<file path="config.mk">
export PLATFORM = sky130hd
export DESIGN_NAME = mem_port_arbiter_flat
export DESIGN_NICKNAME = d
export VERILOG_FILES = /design/src/rtl/mem_port_arbiter_if.sv /design/src/rtl/mem_port_arbiter.sv /design/src/flat_wrapper.sv
export SDC_FILE = /design/constraint.sdc
export NUM_CORES = 1
export LEC_CHECK = 0
export CAP_MARGIN = 20
export CELL_PAD_IN_SITES_DETAIL_PLACEMENT = 0
export CELL_PAD_IN_SITES_GLOBAL_PLACEMENT = 1
export CORE_ASPECT_RATIO = 0.7
export CORE_MARGIN = 5
export CORE_UTILIZATION = 16
export CTS_CLUSTER_SIZE = 28
export DETAILED_ROUTE_END_ITERATION = 10
export PLACE_DENSITY = 0.94
export SLEW_MARGIN = 20
export SYNTH_ARGS = -nofsm -noshare
export SYNTH_HDL_FRONTEND = slang
export SYNTH_SLANG_ARGS = --single-unit
</file>
<file path="constraint.sdc">
create_clock -name clk -period 4.1 [get_ports clk]
set_input_delay 0.615 -clock clk [delete_from_list [all_inputs] [get_ports clk]]
set_output_delay 0.615 -clock clk [all_outputs]
set_load 0.02 [all_outputs]
</file>
<file path="src/rtl/mem_port_arbiter_if.sv">
// Bus bundle shared by the core-side masters and the memory-side slave.
// The requester drives the request fields; the responder drives stall and the response fields.
interface mem_port_arbiter_if;
  logic        en;
  logic        we;
  logic [29:0] addr;
  logic [31:0] wdata;
  logic [3:0]  mask;
  logic        stall;
  logic [31:0] rdata;
  logic        valid;
  logic        err;

  modport master (
    output en, we, addr, wdata, mask,
    input  stall, rdata, valid, err
  );

  modport slave (
    input  en, we, addr, wdata, mask,
    output stall, rdata, valid, err
  );
endinterface

</file>
<file path="src/rtl/mem_port_arbiter.sv">
// Merges the instruction-fetch (M0) and data (M1) master ports onto one memory slave port.
// An owner FIFO records which master issued each accepted request so in-order responses route back.
module mem_port_arbiter #(
  parameter int DEPTH        = 4,
  parameter int STARVE_LIMIT = 3
) (
  input  logic                clk,
  input  logic                rst,
  mem_port_arbiter_if.slave   m0_bus,
  mem_port_arbiter_if.slave   m1_bus,
  mem_port_arbiter_if.master  s_bus,
  output logic                proto_err_o
);
  localparam int PW = $clog2(DEPTH);
  localparam int CW = PW + 1;
  localparam int SW = $clog2(STARVE_LIMIT + 1);
  localparam logic [SW-1:0] STARVE_MAX = SW'(STARVE_LIMIT);
  localparam logic [CW-1:0] COUNT_FULL = CW'(DEPTH);

  logic [CW-1:0] count_q, count_d;
  logic [PW-1:0] wr_ptr_q, rd_ptr_q;
  logic [SW-1:0] starve_q, starve_d;
  logic          proto_err_q;
  logic          owner_q [DEPTH];

  logic full, empty, contended, gnt1, accept, pop, head;

  assign full      = (count_q == COUNT_FULL);
  assign empty     = (count_q == '0);
  assign contended = m0_bus.en & m1_bus.en;
  assign gnt1      = m1_bus.en & ~(contended & (starve_q == STARVE_MAX));

  // Request path is purely combinational from the granted master.
  assign s_bus.en    = (m0_bus.en | m1_bus.en) & ~full & ~rst;
  assign s_bus.we    = gnt1 ? m1_bus.we    : m0_bus.we;
  assign s_bus.addr  = gnt1 ? m1_bus.addr  : m0_bus.addr;
  assign s_bus.wdata = gnt1 ? m1_bus.wdata : m0_bus.wdata;
  assign s_bus.mask  = gnt1 ? m1_bus.mask  : m0_bus.mask;

  assign accept = s_bus.en & ~s_bus.stall;
  assign m0_bus.stall = m0_bus.en & ~(accept & ~gnt1);
  assign m1_bus.stall = m1_bus.en & ~(accept & gnt1);

  assign head = owner_q[rd_ptr_q];
  assign pop  = s_bus.valid & ~empty & ~rst;

  assign m0_bus.valid = pop & ~head;
  assign m1_bus.valid = pop & head;
  assign m0_bus.rdata = s_bus.rdata;
  assign m1_bus.rdata = s_bus.rdata;
  assign m0_bus.err   = s_bus.err;
  assign m1_bus.err   = s_bus.err;

  assign proto_err_o = proto_err_q;

  always_comb begin
    count_d  = count_q + CW'(accept) - CW'(pop);
    starve_d = starve_q;
    // Only an accepted grant counts as a win; a stalled M1 does not starve M0 further.
    if (accept && !gnt1) begin
      starve_d = '0;
    end else if (accept && contended && (starve_q != STARVE_MAX)) begin
      starve_d = starve_q + 1'b1;
    end
  end

  always_ff @(posedge clk) begin
    if (rst) begin
      count_q     <= '0;
      wr_ptr_q    <= '0;
      rd_ptr_q    <= '0;
      starve_q    <= '0;
      proto_err_q <= 1'b0;
    end else begin
      count_q  <= count_d;
      starve_q <= starve_d;
      if (accept) wr_ptr_q <= wr_ptr_q + 1'b1;
      if (pop)    rd_ptr_q <= rd_ptr_q + 1'b1;
      if (s_bus.valid && empty) proto_err_q <= 1'b1;
    end
  end

  // Owner storage needs no reset: entries are only read once written behind the pointers.
  always_ff @(posedge clk) begin
    if (accept) owner_q[wr_ptr_q] <= gnt1;
  end
endmodule
</file>
<file path="src/flat_wrapper.sv">
// flat-port wrapper written by rule: the top's interface ports become plain ports
module mem_port_arbiter_flat 
#(
  parameter int DEPTH        = 4,
  parameter int STARVE_LIMIT = 3
)
  (clk, rst, proto_err_o, m0_bus_en, m0_bus_we, m0_bus_addr, m0_bus_wdata, m0_bus_mask, m0_bus_stall, m0_bus_rdata, m0_bus_valid, m0_bus_err, m1_bus_en, m1_bus_we, m1_bus_addr, m1_bus_wdata, m1_bus_mask, m1_bus_stall, m1_bus_rdata, m1_bus_valid, m1_bus_err, s_bus_en, s_bus_we, s_bus_addr, s_bus_wdata, s_bus_mask, s_bus_stall, s_bus_rdata, s_bus_valid, s_bus_err);
  mem_port_arbiter_if m0_bus_i ();
  mem_port_arbiter_if m1_bus_i ();
  mem_port_arbiter_if s_bus_i ();
  input  logic clk;
  input  logic rst;
  output logic proto_err_o;
  input wire logic [$bits(m0_bus_i.en)-1:0] m0_bus_en;
  input wire logic [$bits(m0_bus_i.we)-1:0] m0_bus_we;
  input wire logic [$bits(m0_bus_i.addr)-1:0] m0_bus_addr;
  input wire logic [$bits(m0_bus_i.wdata)-1:0] m0_bus_wdata;
  input wire logic [$bits(m0_bus_i.mask)-1:0] m0_bus_mask;
  output wire logic [$bits(m0_bus_i.stall)-1:0] m0_bus_stall;
  output wire logic [$bits(m0_bus_i.rdata)-1:0] m0_bus_rdata;
  output wire logic [$bits(m0_bus_i.valid)-1:0] m0_bus_valid;
  output wire logic [$bits(m0_bus_i.err)-1:0] m0_bus_err;
  input wire logic [$bits(m1_bus_i.en)-1:0] m1_bus_en;
  input wire logic [$bits(m1_bus_i.we)-1:0] m1_bus_we;
  input wire logic [$bits(m1_bus_i.addr)-1:0] m1_bus_addr;
  input wire logic [$bits(m1_bus_i.wdata)-1:0] m1_bus_wdata;
  input wire logic [$bits(m1_bus_i.mask)-1:0] m1_bus_mask;
  output wire logic [$bits(m1_bus_i.stall)-1:0] m1_bus_stall;
  output wire logic [$bits(m1_bus_i.rdata)-1:0] m1_bus_rdata;
  output wire logic [$bits(m1_bus_i.valid)-1:0] m1_bus_valid;
  output wire logic [$bits(m1_bus_i.err)-1:0] m1_bus_err;
  output wire logic [$bits(s_bus_i.en)-1:0] s_bus_en;
  output wire logic [$bits(s_bus_i.we)-1:0] s_bus_we;
  output wire logic [$bits(s_bus_i.addr)-1:0] s_bus_addr;
  output wire logic [$bits(s_bus_i.wdata)-1:0] s_bus_wdata;
  output wire logic [$bits(s_bus_i.mask)-1:0] s_bus_mask;
  input wire logic [$bits(s_bus_i.stall)-1:0] s_bus_stall;
  input wire logic [$bits(s_bus_i.rdata)-1:0] s_bus_rdata;
  input wire logic [$bits(s_bus_i.valid)-1:0] s_bus_valid;
  input wire logic [$bits(s_bus_i.err)-1:0] s_bus_err;
  assign m0_bus_i.en = m0_bus_en;
  assign m0_bus_i.we = m0_bus_we;
  assign m0_bus_i.addr = m0_bus_addr;
  assign m0_bus_i.wdata = m0_bus_wdata;
  assign m0_bus_i.mask = m0_bus_mask;
  assign m0_bus_stall = m0_bus_i.stall;
  assign m0_bus_rdata = m0_bus_i.rdata;
  assign m0_bus_valid = m0_bus_i.valid;
  assign m0_bus_err = m0_bus_i.err;
  assign m1_bus_i.en = m1_bus_en;
  assign m1_bus_i.we = m1_bus_we;
  assign m1_bus_i.addr = m1_bus_addr;
  assign m1_bus_i.wdata = m1_bus_wdata;
  assign m1_bus_i.mask = m1_bus_mask;
  assign m1_bus_stall = m1_bus_i.stall;
  assign m1_bus_rdata = m1_bus_i.rdata;
  assign m1_bus_valid = m1_bus_i.valid;
  assign m1_bus_err = m1_bus_i.err;
  assign s_bus_en = s_bus_i.en;
  assign s_bus_we = s_bus_i.we;
  assign s_bus_addr = s_bus_i.addr;
  assign s_bus_wdata = s_bus_i.wdata;
  assign s_bus_mask = s_bus_i.mask;
  assign s_bus_i.stall = s_bus_stall;
  assign s_bus_i.rdata = s_bus_rdata;
  assign s_bus_i.valid = s_bus_valid;
  assign s_bus_i.err = s_bus_err;
  mem_port_arbiter #(.DEPTH(DEPTH), .STARVE_LIMIT(STARVE_LIMIT)) u_core (.clk(clk), .rst(rst), .m0_bus(m0_bus_i), .m1_bus(m1_bus_i), .s_bus(s_bus_i), .proto_err_o(proto_err_o));
endmodule
</file>
After elaboration in Yosys (flattened, before gate mapping)
Memory sizes are Yosys's and may differ from the RTL's. A register that Yosys moved wholly into a read port is not among the register bits.
Index checks and enable logic that the tools add are counted.
{"block": "word_totals", "reg_bits": 10, "mem_bits_rw": 4, "output_inout_bits": 139, "word_cells": 53, "mem_count": 1}
{"name": "u_core.owner_q", "depth": 4, "word_bits": 1, "read_ports": 1, "rd_ports_with_merged_regs": 1, "wr": 1, "line_no": "mem_port_arbiter.sv:24", "rtl": "logic owner_q [DEPTH];"}
{"block": "classes", "n_addsub": 5, "eq_ne": 3, "muxes": 8, "bitwise_logic": 24, "n_reduce_logical": 7}
{"cell": "$mux 32", "n": 1}
{"cell": "$mux 30", "n": 1}
{"cell": "$and 1x1->1", "n": 14}
{"cell": "$not 1->1", "n": 9}
{"cell": "$add 2x1->2 const B", "n": 3}
{"cell": "$logic_and 1x1->1", "n": 4}
{"cell": "$mux 2", "n": 2}
{"cell": "$mux 4", "n": 1}
{"cell": "$add 3x1->3", "n": 1}
{"cell": "$eq 3x3->1 const B", "n": 1}
{"cell": "$logic_not 3->1", "n": 1}
{"cell": "$mux 1", "n": 3}
{"cell": "$sub 3x1->3", "n": 1}
{"cell": "$eq 2x2->1 const B", "n": 1}
{"cell": "$ne 2x2->1 const B", "n": 1}
{"cell": "$reduce_or 2->1", "n": 1}
{"cell": "$logic_not 1->1", "n": 1}
{"cell": "$or 1x1->1", "n": 1}

Longest topological paths before layout
Gate-level depths: netlist of run 1.
{"block": "depth", "depth_word": 8, "ltp_mapped": 10, "ltp_nobuf": 10}

Least setup slack after synthesis of run 1
Ideal clock, no wire load.
{"block": "synth_timing", "kind": "input -> register", "from": "in rst", "to": "reg u_core.count_q[2]", "arrival_ps": 2301, "required_time_ps": 3983, "slack_ps": 1682, "path_stages": 10, "n_path_buf": 1, "path_cell_list": "buf_2 or3_1 inv_1 ha_1 inv_1 ha_1 fa_1 xnor2_1 xnor2_1 nor2_1"}
{"item": "start: declaration", "line_no": "flat_wrapper.sv:12", "rtl": "input logic rst;"}
{"item": "$not 1->1", "line_no": "mem_port_arbiter.sv:45", "rtl": "assign pop = s_bus.valid & ~empty & ~rst;"}
{"item": "$and 1x1->1", "line_no": "mem_port_arbiter.sv:45"}
{"item": "net u_core.pop", "line_no": "mem_port_arbiter.sv:26", "rtl": "logic full, empty, contended, gnt1, accept, pop, head;"}
{"item": "$sub 3x1->3", "line_no": "mem_port_arbiter.sv:57", "rtl": "count_d = count_q + CW'(accept) - CW'(pop);"}
{"item": "end signal: assignment", "line_no": "mem_port_arbiter.sv:75", "rtl": "count_q <= count_d;"}
{"item": "end: declaration", "line_no": "mem_port_arbiter.sv:20", "rtl": "logic [CW-1:0] count_q, count_d;"}
The timed path passes the listed nets, and every way through them passes these cells.
A chain may end at the register's enable or synchronous reset.

Worst setup path after layout of run 1
{"block": "layout_timing", "from": "in m0_bus_en", "to": "out s_bus_wdata[3]"}
{"block": "layout_between", "elab_chain_len": 5}
{"item": "start: declaration", "line_no": "flat_wrapper.sv:14", "rtl": "input wire logic [$bits(m0_bus_i.en)-1:0] m0_bus_en;"}
{"item": "$and 1x1->1", "line_no": "mem_port_arbiter.sv:30", "rtl": "assign contended = m0_bus.en & m1_bus.en;"}
{"item": "$and 1x1->1", "line_no": "mem_port_arbiter.sv:31", "rtl": "assign gnt1 = m1_bus.en & ~(contended & (starve_q == STARVE_MAX));"}
{"item": "$not 1->1", "line_no": "mem_port_arbiter.sv:31"}
{"item": "$and 1x1->1", "line_no": "mem_port_arbiter.sv:31"}
{"item": "$mux 32", "line_no": "mem_port_arbiter.sv:37", "rtl": "assign s_bus.wdata = gnt1 ? m1_bus.wdata : m0_bus.wdata;"}
{"item": "end: declaration", "line_no": "flat_wrapper.sv:35", "rtl": "output wire logic [$bits(s_bus_i.wdata)-1:0] s_bus_wdata;"}
No other way between the ends.

==> impl_metrics.py, run 1 <==
metrics = {
    "synth": {
        "synth_nets": 398,
        "synth_cells": 217,
        "synth.top_cell.area_share": 0.359,
        "synth_xor_area_frac": 0.00834,
        "synth_compound_area_frac": 0.0453,
        "synthMuxAreaShare": 0.377,
        "yosys.area_share.simple": 0.0673,
        "ys_seq_area_frac": 0.172,
        "synth_seq_cells": 16,
        "synth.largest_area_cell": "mux2_2",
        "yosys-top-cells-area": "mux2_2 (36%), buf_4 (24%), dfxtp_1 (11%), edfxtp_1 (5.7%), ha_1 (4.2%)",
        "synth_fa_ha_area_frac": 0.0513,
        "synth_top_family_by_area": "multiplexers",
        "synth_area_per_cell_um2": 9.68,
        "netlist_area_um2": 2100,
        "yosys_warnings": 0,
        "synthDistinctLibCells": 30,
    },
    "worst_setup_path": {
        "cp_max_fo": 19,
        "worst-path-buf-inv": 3,
        "r2r_start": "u_core.count_q[1]",
        "r2r_slack_ns": 1.68,
        "slowest_stage": "clkdlybuf4s50_1",
        "critPathKind": "in -> out",
        "path_cells": "clkdlybuf4s50_1 -> nand2_1 -> nand2_4 -> buf_4 -> mux2_2 -> clkdlybuf4s50_1",
        "crit_required_ns": 3.48,
        "worst_setup_path_start_kind": "input pin",
        "cpPeakStageDelay_ns": 0.55,
        "arrival_ns": 2.76,
        "end_kind": "output pin",
        "crit_family": "buffers and inverters",
        "r2r-end": "u_core.count_q[2]",
        "crit_top_cell": "clkdlybuf4s50_1",
        "r2r_cells": 10,
    },
    "global_routing": {
        "grt_pass1_wl_mm": 13.3,
        "grt_pass1_vias": 2326,
        "met3_usage": 0.0507,
        "grt_start_max_net_pins": 35,
        "grt-ovfl-total": 0,
        "antenna_found_initial": 0,
        "grt_busiest_layer": "met2",
        "track_usage": 0.108,
        "met2_usage": 0.194,
        "use_met1": 0.122,
    },
    "cells_and_area": {
        "area_growth_pct": 91.0,
        "drive_gt1_frac": 0.215,
        "n_antenna_cell": 0,
        "final_common_cell": "clkdlybuf4s50_1",
        "final_util": 0.308,
        "final-instance-count-excl-fill": 528,
        "finalNetCount": 544,
        "final_cell_mix": "clkdlybuf4s50_1 (212), mux2_2 (67), inv_1 (12), dfxtp_1 (12), ha_1 (7)",
    },
    "hold_path": {
        "min_from": "u_core.starve_q[1]",
        "min_to": "u_core.starve_q[1]",
        "hold_depth": 1,
        "hp-class": "reg -> reg",
    },
    "die": {
        "dieHeight_um": 106,
        "io_pins": 312,
        "floorplan.die_area_um2": 15500,
        "die_w_um": 147,
        "start_util": 0.161,
        "core_um2": 13000,
        "fp-row-count": 35,
    },
    "pwr": {
        "powerDensity_nw_per_um2": 232,
        "p_leak_uw": 0.00149,
        "ir_drop_mv": 0.134,
    },
    "sta": {
        "max_clock_freq_mhz": 296,
        "finalMaxSlewViolations": 0,
        "final.min_clock_period_ns": 3.38,
        "fin_crit_sh": 0.824,
        "tightest_slew_ns": 0.475,
        "relSlewSlack": 0.682,
        "hold_violations": 0,
        "hold_ws_ns": 0.474,
        "setup_tns_ns": 0,
        "finalClockSkew_ns": 0.00192,
        "finalSetupViolations": 0,
        "fin_ws_ns": 0.723,
        "rsz0062_at_grt": "false",
    },
    "place": {
        "place_ws_ns": 0.708,
        "place_congestion": 0.759,
        "dp_hpwl_mm": 8.28,
        "dp.cells": 524,
        "io_buffers": 212,
    },
    "detailed_routing": {
        "firstDrtPassIters": 4,
        "viasPerCell": 3.91,
        "antenna_left": 0,
        "drtIter0Drc": 44,
        "vias": 2062,
        "finalWirelength_mm": 9.24,
        "drc_errors": 0,
        "wl_per_cell_um": 17.5,
    },
    "cts": {
        "clockBufferDepth": 2,
        "cts_resized": 0,
        "htree_levels": 1,
        "insertion_delay_ns": 0.25,
        "cts_made_buffers": 3,
        "postCtsSetupBuffers": 0,
        "cts_tree": "yes",
        "cts.sinks": 16,
        "cts_root_buffer": "clkbuf_16",
        "holdBufCountCts": 0,
        "clk_pin_slew_ns": 0.05,
    },
    "outcome": {
        "status": "completed",
    },
    "flow_run": {
        "cap_violations": 0,
    },
}
-- report_power, final --
| part | internal [uW] | total (uW) | switching [uW] |
|---|---|---|---|
| Combinational | 315 | 531 | 216 |
| Sequential | 189 | 211 | 21.9 |
| Clock | 129 | 189 | 60.0 |
| Total | 633 | 931 | 298 |
-- how the worst max path moves through the flow --
stage          slack (ns)           endpoint  startpoint  depth (start not counted)
2_1_floorplan        1.68  u_core.count_q[2]         rst                         10
3_3_place_gp         0.76      s_bus_addr[2]   m0_bus_en                          6
3_5_place_dp         0.71      s_bus_addr[2]   m0_bus_en                          6
4_1_cts              0.71      s_bus_addr[2]   m0_bus_en                          6
5_1_grt              0.64     s_bus_addr[27]   m0_bus_en                          6
6_report             0.72     s_bus_wdata[3]   m0_bus_en                          6
-- logic make-up after synthesis --
group / after synthesis
compound gates: 13
xor+xnor: 2
fa+ha+maj: 8
buf+inv: 86
flops: 16
mux: 69
simple gates: 23
-- per-layer routing --
| metal | up-vias | part of all wire |
|---|---|---|
| li1 | 972 | - |
| met1 | 936 | 0.38 |
| met2 | 148 | 0.52 |
| met3 | 6 | 0.10 |
| met4 | 0 | 0.0039 |
| met5 | - | 0 |
-- through the flow --
step           total power (uW)  cell area, um2
3_3_place_gp                738            3930
6_report                    931            4010
5_1_grt                     991            4010
3_5_place_dp                750            3930
2_1_floorplan               549            2100
4_1_cts                     944            4010
-- cells in the mapped netlist --
cell type  number
nand2_1         3
and2_1          5
nor3b_2         1
a22o_1          1
nor2_1          5
or3_1           1
o211ai_1        1
a21oi_1         2
nor4_1          2
a21boi_0        1
ha_1            7
inv_1          12
xnor2_1         2
o311ai_0        1
fa_1            1
o21a_1          1
buf_4          68
dfxtp_1        12
mux4_2          1
nor4_4          1
mux2_2         67
o21ai_0         2
o31ai_1         1
buf_2           6
edfxtp_1        4
mux2_4          1
nor3_1          3
a32o_1          1
nor2b_1         2
o31a_1          2
-- final cells by class --
| cell class | instances | area [um2] |
|---|---|---|
| fillers | 1340 | 9000 |
| clock buffers | 3 | 75.1 |
| multi-input cells | 115 | 1160 |
| clock inverters | 1 | 3.75 |
| repair buffers | 215 | 2160 |
| flip-flops and latches | 16 | 360 |
| well taps | 166 | 208 |
| inverters | 12 | 45.0 |
-- worst reg2reg max path: cells and delay by family (launching register included) --
kind	cells	cell delay, ns
buffers and inverters	2	0.13
XOR/XNOR	2	0.32
adder cells (fa/ha/maj)	3	0.84
AND/OR/NAND/NOR	3	0.66
flip-flops	1	0.35
Power figures use the tool's default switching activity.
==> inputs of run 2 (changes only) <==
--- a/config.mk
+++ b/config.mk
@@ -10,10 +10,10 @@
 export CELL_PAD_IN_SITES_GLOBAL_PLACEMENT = 1
 export CORE_ASPECT_RATIO = 0.7
 export CORE_MARGIN = 5
-export CORE_UTILIZATION = 16
+export CORE_UTILIZATION = 13
 export CTS_CLUSTER_SIZE = 28
 export DETAILED_ROUTE_END_ITERATION = 10
-export PLACE_DENSITY = 0.94
+export PLACE_DENSITY = 0.83
 export SLEW_MARGIN = 20
 export SYNTH_ARGS = -nofsm -noshare
 export SYNTH_HDL_FRONTEND = slang
==> constraint.sdc (replaced) <==
create_clock -name clk -period 3.05 [get_ports clk]
set_input_delay 0.4575 -clock clk [delete_from_list [all_inputs] [get_ports clk]]
set_output_delay 0.4575 -clock clk [all_outputs]
set_load 0.02 [all_outputs]
==> run 2 against run 1 <==
Effect of this change:
- sequential share of layout area down 0.12 points
- clock-buffer cell count is the same
- die area up 21%
- final cell count increased by 6.6%
- sequential power up 34%
- non-clock buffer count increased by 1
- sequential cell count did not move
- global-route usage fell by 1.5 points
- utilization decreased by 4.9 points
- clock power is 32% higher
==> impl_metrics.py, run 2 (synthesis results as in run 1) <==
metrics = {
    "sta": {
        "max_clock_freq_mhz": 345,
        "setup_tns_ns": 0,
        "rsz0062_at_grt": "false",
        "fin_crit_sh": 0.952,
        "fin_ws_ns": 0.147,
        "finalClockSkew_ns": 0.00118,
        "tightest_slew_ns": 0.450,
        "finalMaxSlewViolations": 0,
        "relSlewSlack": 0.699,
        "final.min_clock_period_ns": 2.90,
        "hold_violations": 0,
        "hold_ws_ns": 0.481,
        "finalSetupViolations": 0,
    },
    "worst_setup_path": {
        "r2r_slack_ns": 0.62,
        "slowest_stage": "clkdlybuf4s50_1",
        "crit_top_cell": "clkdlybuf4s50_1",
        "cpPeakStageDelay_ns": 0.56,
        "worst_setup_path_start_kind": "input pin",
        "critPathKind": "in -> out",
        "arrival_ns": 2.45,
        "path_cells": "clkdlybuf4s50_1 -> nand2_1 -> nand2_2 -> buf_12 -> mux2_2 -> clkdlybuf4s50_1",
        "crit_required_ns": 2.59,
        "end_kind": "output pin",
        "cp_max_fo": 40,
    },
    "detailed_routing": {
        "wl_per_cell_um": 17.6,
        "firstDrtPassIters": 4,
        "vias": 2024,
        "drc_errors": 0,
        "antenna_left": 0,
        "viasPerCell": 3.60,
        "drtIter0Drc": 51,
        "finalWirelength_mm": 9.91,
    },
    "pwr": {
        "powerDensity_nw_per_um2": 308,
        "p_total_uw": 1250,
        "ir_drop_mv": 0.179,
        "p_leak_uw": 0.00150,
    },
    "global_routing": {
        "grt_pass1_wl_mm": 13.3,
        "antenna_found_initial": 0,
        "track_usage": 0.0930,
        "grt-ovfl-total": 0,
        "grt_start_max_net_pins": 41,
        "grt_pass1_vias": 2223,
    },
    "hold_path": {
        "hp-class": "reg -> reg",
    },
    "die": {
        "dieHeight_um": 116,
        "core_um2": 15700,
        "floorplan.die_area_um2": 18800,
        "start_util": 0.134,
        "fp-row-count": 38,
        "io_pins": 312,
        "die_w_um": 162,
    },
    "cts": {
        "cts_made_buffers": 3,
        "holdBufCountCts": 0,
        "insertion_delay_ns": 0.24,
        "cts_resized": 0,
        "clk_pin_slew_ns": 0.05,
        "cts_root_buffer": "clkbuf_16",
        "clockBufferDepth": 2,
        "postCtsSetupBuffers": 0,
        "cts.sinks": 16,
        "cts_tree": "yes",
        "htree_levels": 1,
    },
    "cells_and_area": {
        "finalNetCount": 545,
        "drive_gt1_frac": 0.220,
        "n_antenna_cell": 0,
        "fillers": 1676,
        "final_common_cell": "clkdlybuf4s50_1",
        "area_growth_pct": 93.6,
        "final_cell_mix": "clkdlybuf4s50_1 (211), mux2_2 (67), inv_1 (12), dfxtp_1 (12), ha_1 (7)",
        "ff_latch_area_um2": 360,
        "multi_input_area_um2": 1160,
    },
    "place": {
        "place_congestion": 0.735,
        "dp_hpwl_mm": 8.86,
        "place_ws_ns": 0.109,
        "io_buffers": 212,
    },
    "outcome": {
        "status": "completed",
    },
    "flow_run": {
        "cap_violations": 0,
    },
}
[run 2: cell types whose count changed in the layout (fill, tap and decap cells not counted)]
cell | previous run | this run
buf_12 | 1 | 2
buf_4 | 2 | 3
clkdlybuf4s50_1 | 212 | 211
nand2_2 | 0 | 1
nand2_4 | 1 | 0
[run 2: area by class of cell]
| type | instances | share of cell area |
|---|---|---|
| repair buffers | 216 | 0.535 |
| multi-input cells | 115 | 0.284 |
| flip-flops and latches | 16 | 0.0886 |
| clock inverters | 1 | 0.000923 |
| well taps | 200 | 0.0616 |
| inverters | 12 | 0.0111 |
| clock buffers | 3 | 0.0185 |
[run 2: worst paths after layout]
path                 startpoint                end  cells past startpoint
min          u_core.rd_ptr_q[1]          flip-flop                      1
min reg2reg  u_core.rd_ptr_q[1]          flip-flop                      1
max                   m0_bus_en    s_bus_wdata[31]                      6
max reg2reg   u_core.count_q[1]  u_core.count_q[2]                     10
[run 2: metrics by stage]
stage | cells | utilization | area, um2
2_1_floorplan | 217 | - | 2100
4_1_cts | 563 | 0.259 | 4070
5_1_grt | 563 | 0.259 | 4070
3_3_place_gp | 559 | 0.254 | 3990
3_5_place_dp | 559 | 0.254 | 3990
6_report | 563 | 0.259 | 4070
[run 2: metal layers]
layer,up-vias,share of wire,global-route usage
met4,0,0.015,0.0197
li1,973,-,-
met5,-,0,0
met2,118,0.53,0.168
met3,16,0.080,0.0325
met1,917,0.37,0.108
[run 2: worst max-delay path: cells and delay by family]
kind | cells | cell delay (ns)
simple gates | 2 | 0.23
buf+inv | 3 | 1.31
mux | 1 | 0.39
[run 2: power by group]
group | total [uW] | internal, uW | switching [uW] | leakage (uW)
Combinational | 718 | 426 | 291 | 0.00132
Clock | 250 | 173 | 76.8 | 0.0000385
Sequential | 283 | 254 | 28.6 | 0.000134
Total | 1250 | 854 | 397 | 0.00150
==> inputs of run 3 (changes only) <==
--- a/config.mk
+++ b/config.mk
@@ -5,15 +5,17 @@
 export SDC_FILE = /design/constraint.sdc
 export NUM_CORES = 1
 export LEC_CHECK = 0
+export ABC_AREA = 1
 export CAP_MARGIN = 20
 export CELL_PAD_IN_SITES_DETAIL_PLACEMENT = 0
 export CELL_PAD_IN_SITES_GLOBAL_PLACEMENT = 1
 export CORE_ASPECT_RATIO = 0.7
 export CORE_MARGIN = 5
-export CORE_UTILIZATION = 13
+export CORE_UTILIZATION = 12
 export CTS_CLUSTER_SIZE = 28
 export DETAILED_ROUTE_END_ITERATION = 10
-export PLACE_DENSITY = 0.83
+export GPL_TIMING_DRIVEN = 1
+export PLACE_DENSITY = 0.84
 export SLEW_MARGIN = 20
 export SYNTH_ARGS = -nofsm -noshare
 export SYNTH_HDL_FRONTEND = slang
==> run 3 against run 2 <==
Effect of this change:
- global-route usage decreased by 2.1 points
- final cell count is 34% higher
- sequential cell count is the same
- cell area rose by 1.8%
- utilization decreased by 2.0 points
- synthesized cell count rose by 76%
- sequential share of layout area down 0.16 points
- synthesized area rose by 1.4%
- hold slack lost 0.026 ns
- critical endpoint is now s_bus_addr[10]
==> impl_metrics.py, run 3 <==
metrics = {
    "outcome": {
        "status": "completed",
    },
    "cts": {
        "holdBufCountCts": 0,
        "cts_root_buffer": "clkbuf_16",
        "postCtsSetupBuffers": 0,
        "cts_resized": 0,
        "cts.sinks": 16,
        "clockBufferDepth": 2,
        "clk_pin_slew_ns": 0.05,
        "htree_levels": 1,
        "cts_made_buffers": 3,
        "insertion_delay_ns": 0.25,
        "cts_tree": "yes",
    },
    "worst_setup_path": {
        "r2r-end": "u_core.count_q[2]",
        "worst_setup_path_start_kind": "input pin",
        "slowest_stage": "clkdlybuf4s50_1",
        "path_cells": "clkdlybuf4s50_1 -> inv_2 -> a21oi_4 -> buf_4 -> nand2_1 -> nand2_1 -> clkdlybuf4s50_1",
        "cp_max_fo": 32,
        "critPathKind": "in -> out",
        "end_kind": "output pin",
        "cpPeakStageDelay_ns": 0.62,
        "arrival_ns": 2.43,
        "crit_required_ns": 2.59,
        "r2r_start": "u_core.count_q[1]",
        "r2r_slack_ns": 1.01,
        "r2r_cells": 10,
    },
    "synth": {
        "synth.top_cell.area_share": 0.381,
        "synthDistinctLibCells": 21,
        "synth_nets": 564,
        "synth_area_per_cell_um2": 5.56,
        "yosys-top-cells-area": "nand2_1 (38%), buf_4 (24%), dfxtp_1 (11%), edfxtp_1 (5.6%), ha_1 (4.1%)",
        "synth_cells": 383,
        "synth.largest_area_cell": "nand2_1",
        "yosys-top-cells-count": "nand2_1 (216), buf_4 (67), inv_1 (20), dfxtp_1 (12)",
        "ys_seq_area_frac": 0.169,
        "synth_seq_cells": 16,
        "netlist_area_um2": 2130,
        "synth_edf_count": 4,
        "async_reset_ff_frac": 0,
        "yosys_warnings": 0,
        "yosysMostFrequentCell": "nand2_1",
        "ys.flop_type": "dfxtp_1",
    },
    "detailed_routing": {
        "viasPerCell": 3.43,
        "firstDrtPassIters": 4,
        "wl_per_cell_um": 11.1,
        "drtIter0Drc": 52,
        "vias": 2590,
        "antenna_left": 0,
        "finalWirelength_mm": 8.40,
        "drc_errors": 0,
    },
    "sta": {
        "finalMaxSlewViolations": 0,
        "finalSetupViolations": 0,
        "tightest_slew_ns": 0.321,
        "fin_crit_sh": 0.946,
        "fin_ws_ns": 0.165,
        "setup_tns_ns": 0,
        "relSlewSlack": 0.785,
        "hold_ws_ns": 0.455,
        "rsz0062_at_grt": "false",
        "max_clock_freq_mhz": 347,
        "final.min_clock_period_ns": 2.89,
        "finalClockSkew_ns": 0.00287,
        "hold_violations": 0,
    },
    "cells_and_area": {
        "final_common_cell": "nand2_1",
        "area_growth_pct": 94.3,
        "drive_gt1_frac": 0.0286,
        "final_cell_mix": "nand2_1 (216), clkdlybuf4s50_1 (212), inv_1 (20), dfxtp_1 (12)",
        "final_area_um2": 4140,
        "fillers": 1918,
        "finalNetCount": 706,
        "n_antenna_cell": 0,
    },
    "die": {
        "fp-row-count": 40,
        "io_pins": 312,
        "dieHeight_um": 121,
        "floorplan.die_area_um2": 20600,
        "die_w_um": 169,
        "start_util": 0.123,
        "core_um2": 17300,
    },
    "global_routing": {
        "grt_pass1_vias": 2539,
        "track_usage": 0.0722,
        "grt-ovfl-total": 0,
        "grt_start_max_net_pins": 44,
        "antenna_found_initial": 0,
        "grt_pass1_wl_mm": 12.3,
    },
    "hold_path": {
        "hold_depth": 2,
        "min_from": "u_core.rd_ptr_q[1]",
        "hp-class": "reg -> reg",
    },
    "place": {
        "place_congestion": 0.726,
        "place_ws_ns": 0.135,
        "io_buffers": 212,
        "place_area_um2": 4050,
        "dp_hpwl_mm": 7.13,
    },
    "flow_run": {
        "cap_violations": 0,
    },
    "pwr": {
        "ir_drop_mv": 0.231,
        "p_leak_uw": 0.00187,
        "powerDensity_nw_per_um2": 306,
    },
}
-- run 3: cell count changes after synthesis, sizes merged, moves of 3 or more --
cell    change
a21oi      +10
and2        -4
clkbuf      +9
inv        +11
mux2       -68
nand2     +213
nand3       +5
nor2        +7
nor4        -3
o21ai       +3
-- run 3: final cells by class --
type                       instances  area, um2  share of cell area
clock buffer                       4       88.8              0.0215
inverter                          23       86.3              0.0209
multi-input combinational        263       1120               0.271
sequential                        16        360              0.0871
tap                              231        289              0.0699
timing repair buffer             218       2190               0.530
-- run 3: cells by family after synthesis --
kind of cell    Yosys count  share of synthesized area
simple gates            236                      0.423
buf+inv                 104                      0.304
compound gates           18                     0.0488
flops                    16                      0.169
fa+ha+maj                 8                     0.0505
xor+xnor                  1                    0.00411
-- run 3: worst max path at each step --
stage / cells after the start / startpoint / slack [ns] / end
4_1_cts: 7 / m1_bus_en / 0.13 / s_bus_addr[10]
2_1_floorplan: 9 / rst / 1.21 / u_core.count_q[1]
3_5_place_dp: 7 / m1_bus_en / 0.13 / s_bus_addr[10]
6_report: 7 / m1_bus_en / 0.16 / s_bus_addr[10]
3_3_place_gp: 7 / m1_bus_en / 0.18 / s_bus_addr[10]
5_1_grt: 7 / m1_bus_en / 0.06 / s_bus_addr[23]
-- run 3: metal layers --
| layer | up-vias | track usage | part of all wire |
|---|---|---|---|
| met5 | - | 0 | 0 |
| met4 | 0 | 0.0106 | 0.0025 |
| met3 | 2 | 0.0469 | 0.16 |
| met2 | 178 | 0.111 | 0.42 |
| met1 | 1041 | 0.0866 | 0.41 |
| li1 | 1369 | - | - |
-- run 3: through the flow --
| step | utilization | power (uW) | std cells |
|---|---|---|---|
| floorplan | - | 714 | 383 |
| global placement | 0.234 | 994 | 751 |
| detailed placement | 0.234 | 997 | 751 |
| CTS | 0.239 | 1290 | 755 |
| global route | 0.239 | 1360 | 755 |
| finish | 0.239 | 1270 | 755 |
-- run 3: critical path: cells and delay by family --
family	cells	cell delay, ns
and+or+nand+nor	2	0.22
AOI/OAI and AO/OA	1	0.17
buffers and inverters	4	1.54
-- run 3: report_power, final --
group	internal (uW)	total (uW)	leakage [uW]	switching, uW
Sequential	251	273	0.000134	21.9
Combinational	382	712	0.00169	330
Clock	199	282	0.0000442	82.5
Total	832	1270	0.00187	434
